`src/rtl/mul_rr_scheduler.sv`:
```
// mul_rr_scheduler
//   Shares one external combinational W x W unsigned multiplier among N_REQ
//   requesters. A round-robin arbiter grants one operand pair at a time. The
//   granted operands are registered onto mul_a/mul_b. The 2W-bit product
//   returned on mul_o is captured one cycle later and presented on a
//   valid/ready response port, tagged with the requester index.
//
// Ports
//   clk        clock, all state changes on the rising edge
//   rst        synchronous active-high reset
//   req_valid  [N_REQ]      request present per requester
//   req_a      [N_REQ*W]    operand a, requester i at [i*W +: W]
//   req_b      [N_REQ*W]    operand b, requester i at [i*W +: W]
//   req_ready  [N_REQ]      one-hot grant (combinational), or all zero
//   mul_a      [W]          registered operand a to the multiplier
//   mul_b      [W]          registered operand b to the multiplier
//   mul_o      [2W]         product from the external multiplier
//   rsp_valid               result available
//   rsp_id     [clog2(N_REQ)] owner of the result
//   rsp_data   [2W]         full-width product
//   rsp_ready               consumer accepts the result
module mul_rr_scheduler #(
   parameter int N_REQ = 4,
   parameter int W     = 8,
   localparam int IW   = (N_REQ > 1) ? $clog2(N_REQ) : 1
) (
   input  logic               clk,
   input  logic               rst,
   input  logic [N_REQ-1:0]   req_valid,
   input  logic [N_REQ*W-1:0] req_a,
   input  logic [N_REQ*W-1:0] req_b,
   output logic [N_REQ-1:0]   req_ready,
   output logic [W-1:0]       mul_a,
   output logic [W-1:0]       mul_b,
   input  logic [2*W-1:0]     mul_o,
   output logic               rsp_valid,
   output logic [IW-1:0]      rsp_id,
   output logic [2*W-1:0]     rsp_data,
   input  logic               rsp_ready
);

   localparam logic [1:0] S_IDLE = 2'd0;
   localparam logic [1:0] S_BUSY = 2'd1;
   localparam logic [1:0] S_RESP = 2'd2;

   logic [1:0]    state;
   logic [IW-1:0] ptr;
   logic [IW-1:0] cur_id;

   logic [IW-1:0] win;
   logic [IW-1:0] cand;
   logic [IW:0]   sum;
   logic          found;
   logic          grant_en;
   logic          fire;
   logic [W-1:0]  sel_a;
   logic [W-1:0]  sel_b;

   // Round-robin scan starting at ptr. The index wraps by a conditional
   // subtract rather than a modulo, so non-power-of-two N_REQ stays cheap.
   always_comb begin
      win   = ptr;
      cand  = '0;
      sum   = '0;
      found = 1'b0;
      for (int unsigned k = 0; k < N_REQ; k++) begin
         sum = {1'b0, ptr} + (IW+1)'(k);
         if (sum >= (IW+1)'(N_REQ)) begin
            sum = sum - (IW+1)'(N_REQ);
         end
         cand = sum[IW-1:0];
         if (!found && req_valid[cand]) begin
            found = 1'b1;
            win   = cand;
         end
      end
   end

   always_comb begin
      sel_a = W'(req_a >> (int'(win) * W));
      sel_b = W'(req_b >> (int'(win) * W));
   end

   // Grants are only offered when the operand registers are free: in IDLE,
   // or in RESP when the current result is leaving this cycle.
   assign grant_en = !rst && ((state == S_IDLE) || ((state == S_RESP) && rsp_ready));
   assign fire     = grant_en && found;

   always_comb begin
      req_ready = '0;
      if (fire) begin
         req_ready[win] = 1'b1;
      end
   end

   assign rsp_valid = (state == S_RESP);

   always_ff @(posedge clk) begin
      if (rst) begin
         state    <= S_IDLE;
         ptr      <= '0;
         cur_id   <= '0;
         mul_a    <= '0;
         mul_b    <= '0;
         rsp_id   <= '0;
         rsp_data <= '0;
      end else begin
         if (fire) begin
            mul_a  <= sel_a;
            mul_b  <= sel_b;
            cur_id <= win;
            ptr    <= (win == IW'(N_REQ - 1)) ? '0 : win + 1'b1;
         end
         case (state)
            S_IDLE: begin
               if (fire) begin
                  state <= S_BUSY;
               end
            end
            S_BUSY: begin
               rsp_data <= mul_o;
               rsp_id   <= cur_id;
               state    <= S_RESP;
            end
            S_RESP: begin
               if (rsp_ready) begin
                  state <= fire ? S_BUSY : S_IDLE;
               end
            end
            default: begin
               state <= S_IDLE;
            end
         endcase
      end
   end

endmodule

```
`config.mk`:
```
export PLATFORM = sky130hd
export DESIGN_NAME = mul_rr_scheduler
export DESIGN_NICKNAME = d
export VERILOG_FILES = /design/src/rtl/mul_rr_scheduler.sv
export SDC_FILE = /design/constraint.sdc
export NUM_CORES = 1
export LEC_CHECK = 0
export BUFFER_PORTS_ARGS = -buffer_cell sky130_fd_sc_hd__buf_2
export CORE_ASPECT_RATIO = 1.5
export CORE_MARGIN = 10
export CORE_UTILIZATION = 39
export DETAILED_ROUTE_END_ITERATION = 10
export GPL_TIMING_DRIVEN = 0
export PLACE_DENSITY = 0.73
export SETUP_SLACK_MARGIN = 0.4
export SYNTH_ARGS = -nofsm -noshare
export SYNTH_HDL_FRONTEND = slang
export SYNTH_SLANG_ARGS = --single-unit
```
`constraint.sdc`:
```
create_clock -name clk -period 1.5 [get_ports clk]
set_input_delay 0.15 -clock clk [delete_from_list [all_inputs] [get_ports clk]]
set_output_delay 0.15 -clock clk [all_outputs]
set_load 0.02 [all_outputs]
```
### Yosys cells after proc, flatten, opt, wreduce, memory -nomap -nowiden

Cells that the tools add are included.
W data, S select, Z words.

| word-level totals | value |
|---|---|
| register bits | 40 |
| latch bits | 0 |
| RAM bits | 0 |
| memory bits (read-only) | 0 |
| bits of input ports | 87 |
| word-level logic and storage cells | 74 |
| memories kept | 0 |

| operators by class | value |
|---|---|
| add/sub/neg operators | 8 |
| multiply operators | 0 |
| div/mod/pow operators | 0 |
| order comparisons | 10 |
| eq/ne operators | 5 |
| shifts and indexed selects | 2 |
| muxes and demuxes | 28 |
| bitwise logic cells | 0 |
| reduce and logical (&&, ||, !) cells | 14 |

Operators by type and width:

| operator | number |
|---|---|
| $shr A32 B5 Y8 | 2 |
| $mux W2 | 11 |
| $lt A2 B3 Y1 const B | 5 |
| $mux W1 | 10 |
| $ge A3 B3 Y1 const B | 3 |
| $bmux W1 S2 | 4 |
| $sub A2 B1 Y2 const B | 4 |
| $logic_and A1 B1 Y1 | 7 |
| $add A2 B2 Y3 const B | 2 |
| $pmux W2 S3 | 1 |
| $eq A2 B2 Y1 const B | 2 |
| $logic_not A1 Y1 | 4 |
| $mux W4 | 1 |
| $add A2 B1 Y3 const B | 1 |
| $ge A2 B3 Y1 const B | 1 |
| $add A2 B1 Y2 const B | 1 |
| $demux W1 S2 | 1 |
| $eq A2 B1 Y1 const B | 1 |
| $ge A2 B1 Y1 const B | 1 |
| $logic_not A2 Y1 | 1 |
| $ne A2 B1 Y1 const B | 1 |
| $ne A2 B2 Y1 const B | 1 |
| $reduce_and A2 Y1 | 1 |
| $logic_or A1 B1 Y1 | 1 |

### Longest topological paths before layout

| depth | value |
|---|---|
| depth after elaboration | 19 |
| depth in mapped cells | 9 |
| mapped depth without buffers | 8 |

### Least setup slack after synthesis

Ideal clock, no wire load.

| timing path | value |
|---|---|
| kind | register to output |
| from | register ptr[1] |
| to | output req_ready[0] |
| arrival | 1.542 ns |
| slack | -0.192 ns |
| cell stages (with the launch flop) | 9 |
| buffers on the path | 2 |
| cells stage by stage | dfxtp_1 -> or2_0 -> a21oi_1 -> o21ai_1 -> buf_4 -> buf_2 -> inv_1 -> ha_1 -> and2_1 |

| on the way | value |
|---|---|
| word-level cells in the longest chain between the ends | 19 |

Ends and longest elaborated chain:

| item | RTL line | RTL |
|---|---|---|
| from (decl) | 47 | `logic [IW-1:0] ptr;` |
| from (signal assigned) | 112 | `ptr <= (win == IW'(N_REQ - 1)) ? '0 : win + 1'b1;` |
| parallel branches: the longest is 13 deep, another holds $add A2 B1 Y3 | n/a |  |
| $mux W2 * | 72 | `if (!found && req_valid[cand]) begin` |
| via win[1] | 50 | `logic [IW-1:0] win;` |
| $lt A2 B3 Y1 (implied by the code) / $ge A2 B1 Y1 (equally long branches) | 92 | `req_ready[win] = 1'b1;` |
| $logic_and A1 B1 Y1 (implied by the code) | 92 |  |
| $mux W1 (implied by the code) | 92 |  |
| $demux W1 S2 * | 92 |  |
| $mux W4 * | 91 | `if (fire) begin` |
| to (decl) | 32 | `output logic [N_REQ-1:0] req_ready,` |

Mark *: on every way through the listed nets, which the timed path passes. The select of a mux whose other input is x is not followed.

### Worst setup path after layout

| timing path | value |
|---|---|
| from | register ptr[1] |
| to | output req_ready[3] |

Same word-level chain as after synthesis.

==> results.json <==
{
  "layout_setup_ws_ps": -419.6,
  "worst-path-buf-inv": 3,
  "drv_slew": 0,
  "synth_top_cell_area_share_pct": 38.12,
  "path_clk_slew_ps": 80,
  "dieArea_um2": 8783,
  "cpPeakStageDelay_ps": 360,
  "final.setup.tns_ps": -8310,
  "fin_skew_ps": 2.829,
  "rows": 32,
  "ys_seq_area_share_pct": 38.12,
  "die-height_um": 109.9,
  "fin_nets": 477,
  "rsz0062_at_grt": "true",
  "antenna_found_initial": 0,
  "initial_core_util_pct": 40.36,
  "cts_tree": "yes",
  "grt_pass1_vias": 2454,
  "finalSetupViolations": 24,
  "wl_mm": 8.632,
  "drtIter0Drc": 108,
  "outcome": "finished, violations left",
  "rr_startpoint": "ptr[1]",
  "fin_crit_sh_pct": 128.0,
  "hold_slack_ps": 84.70,
  "drc": 0,
  "track_usage_pct": 16.74,
  "fmax_mhz": 520.9,
  "start_kind": "flip-flop",
  "first_pass_iters": 4,
  "detail_route.wl_per_cell_um": 18.97,
  "path_max_fanout": 5,
  "diodes": 0,
  "fp.dieW_um": 79.93,
  "hold_viol": 0,
  "reg2reg_setup_slack_ps": -380,
  "critical_path_arrival_ps": 1770,
  "cts_root_buf": "clkbuf_8",
  "syn_inst": 223,
  "relSlewSlack_pct": 52.81,
  "numCtsBuffers": 5,
  "gp_congestion": 0.7427,
  "dpl.hpwl_mm": 5.306,
  "cp-end-kind": "output pin",
  "vias": 2366,
  "grt_max_degree": 14,
  "yosys_warnings": 0,
  "cts.sinks": 40,
  "ant_nets": 0,
  "crit_required_ps": 1350,
  "min-delay-start": "mul_o[6]",
  "synth_largest_area_cell": "dfxtp_1",
  "area_growth_pct": 83.98,
  "worstPathCellList": "or2_0, a21oi_2, o21ai_2, buf_6, buf_12, ha_4, and2_4, buf_6",
  "clk_path_buf_depth": 2,
  "worstSetupStartpoint": "ptr[1]",
  "htree_num_levels": 2,
  "slowest_stage": "dfxtp_4",
  "layout_commonest_cell": "buf_2",
  "place_ws_ps": -232.4,
  "drive_gt1_share_pct": 70.54,
  "power_density_nw_per_um2": 934.5,
  "vdd_drop_max_uv": 607.7,
  "worstMarginPinSlew_ps": 707.8,
  "synth_area_leaders": "dfxtp_1 (38%), mux2i_1 (15%), o221ai_2 (8.6%)",
  "vias_per_cell": 5.200,
  "stdcell_count": 455,
  "max-cap-violations": 0,
  "io_pins": 126,
  "worstHoldPathType": "in2reg",
  "ys_seq_elements": 40,
  "numPlacedInstances": 416,
  "grt_pass1_wl_mm": 11.74,
  "coreArea_um2": 5205,
  "ys_types": 32,
  "grt-ovfl-total": 0,
  "p_leak_uw": 0.001714,
  "post-route-min-period_ps": 1920,
  "syn_area_um2": 2101,
  "syn_area_per_cell_um2": 9.420,
  "worstSkewPairLatency_ps": 300,
  "path_delay_family": "buffers and inverters",
  "cpMostUsedCell": "buf_6",
  "final_cell_mix": "buf_2 (121), dfxtp_1 (36), nand2_1 (21)",
  "utilization_pct": 74.25,
  "synth_nets": 314,
  "violations": "negative setup slack",
  "crit_type": "reg2out",
  "io_buffer_count": 125
}
where the power goes:
group	internal (uW)	total [uW]	leakage [uW]	switching (uW)
sequential	1190	1260	0.000331	72.3
clock	324	723	0.0000479	399
combinational	827	1630	0.00134	800
total	2340	3610	0.00171	1270
path summary, 6_finish.rpt:
kind | end | cells past startpoint
worst min register to register | rsp_data[12] | 2
worst max register to register | mul_a[6] | 10
worst min-delay path | rsp_data[6] | 3
worst max-delay path | req_ready[3] | 8
state kept, by name (all words and copies together), names as in the netlist:
signal    cells
mul_a         8
state         2
mul_b         8
cur_id        2
rsp_id        2
rsp_data     16
ptr           2
cell type report:
class / count / area [um2]
buffer: 17 / 225.2
clock buffer: 5 / 68.82
clock inverter: 3 / 18.77
fill: 379 / 1340
inverter: 5 / 43.79
multi-input combinational: 161 / 1578
sequential: 40 / 810.8
tap: 68 / 85.08
timing repair buffer: 156 / 1035
worst min-delay path, stage by stage:
cell and delay, ps:
buf_2 100, nand2_2 50, a21oi_2 40
stage by stage:
step / area [um2] / power (uW)
detailed placement: 2840 / 2309
global placement: 2840 / 2292
floorplan: 2130 / 1949
finish: 3865 / 3612
global route: 3865 / 3776
CTS: 3521 / 3407
Yosys cell counts, drive strengths merged:
| master | instances |
|---|---|
| a21oi | 25 |
| nand3b | 16 |
| and2 | 4 |
| a21o | 1 |
| nand2b | 1 |
| a22oi | 1 |
| nor4 | 1 |
| clkinv | 1 |
| inv | 4 |
| mux2i | 32 |
| clkbuf | 7 |
| nor2b | 4 |
| ha | 4 |
| o21ai | 3 |
| dfxtp | 40 |
| or2b | 1 |
| or4 | 1 |
| and2b | 1 |
| nand2 | 45 |
| buf | 10 |
| or2 | 1 |
| nor2 | 3 |
| o221ai | 17 |
kinds of logic after synthesis:
| kind of cell | synth area share (%) |
|---|---|
| adder cells (fa/ha/maj) | 2.382 |
| AO/OA/AOI/OAI | 18.05 |
| flip-flops | 38.12 |
| AND/OR/NAND/NOR | 19.77 |
| buffers and inverters | 6.432 |
| multiplexers | 15.25 |
per-layer routing:
layer  share of wire [%]  track usage [%]  up-vias
met5                   0                0        -
met4                 1.6            3.788        0
met3                 6.2            5.556       13
met2                  58            32.97       95
met1                  35            16.07     1139
li1                    -                -     1119
timing repair:
action	CTS	global route
gates resized for setup	97	56
endpoints found under the setup margin	37	44
pin swaps	23	18
cloned	4	1
hold buffers	0	0
buffers inserted	15	11
Power figures use the tool's default switching activity.
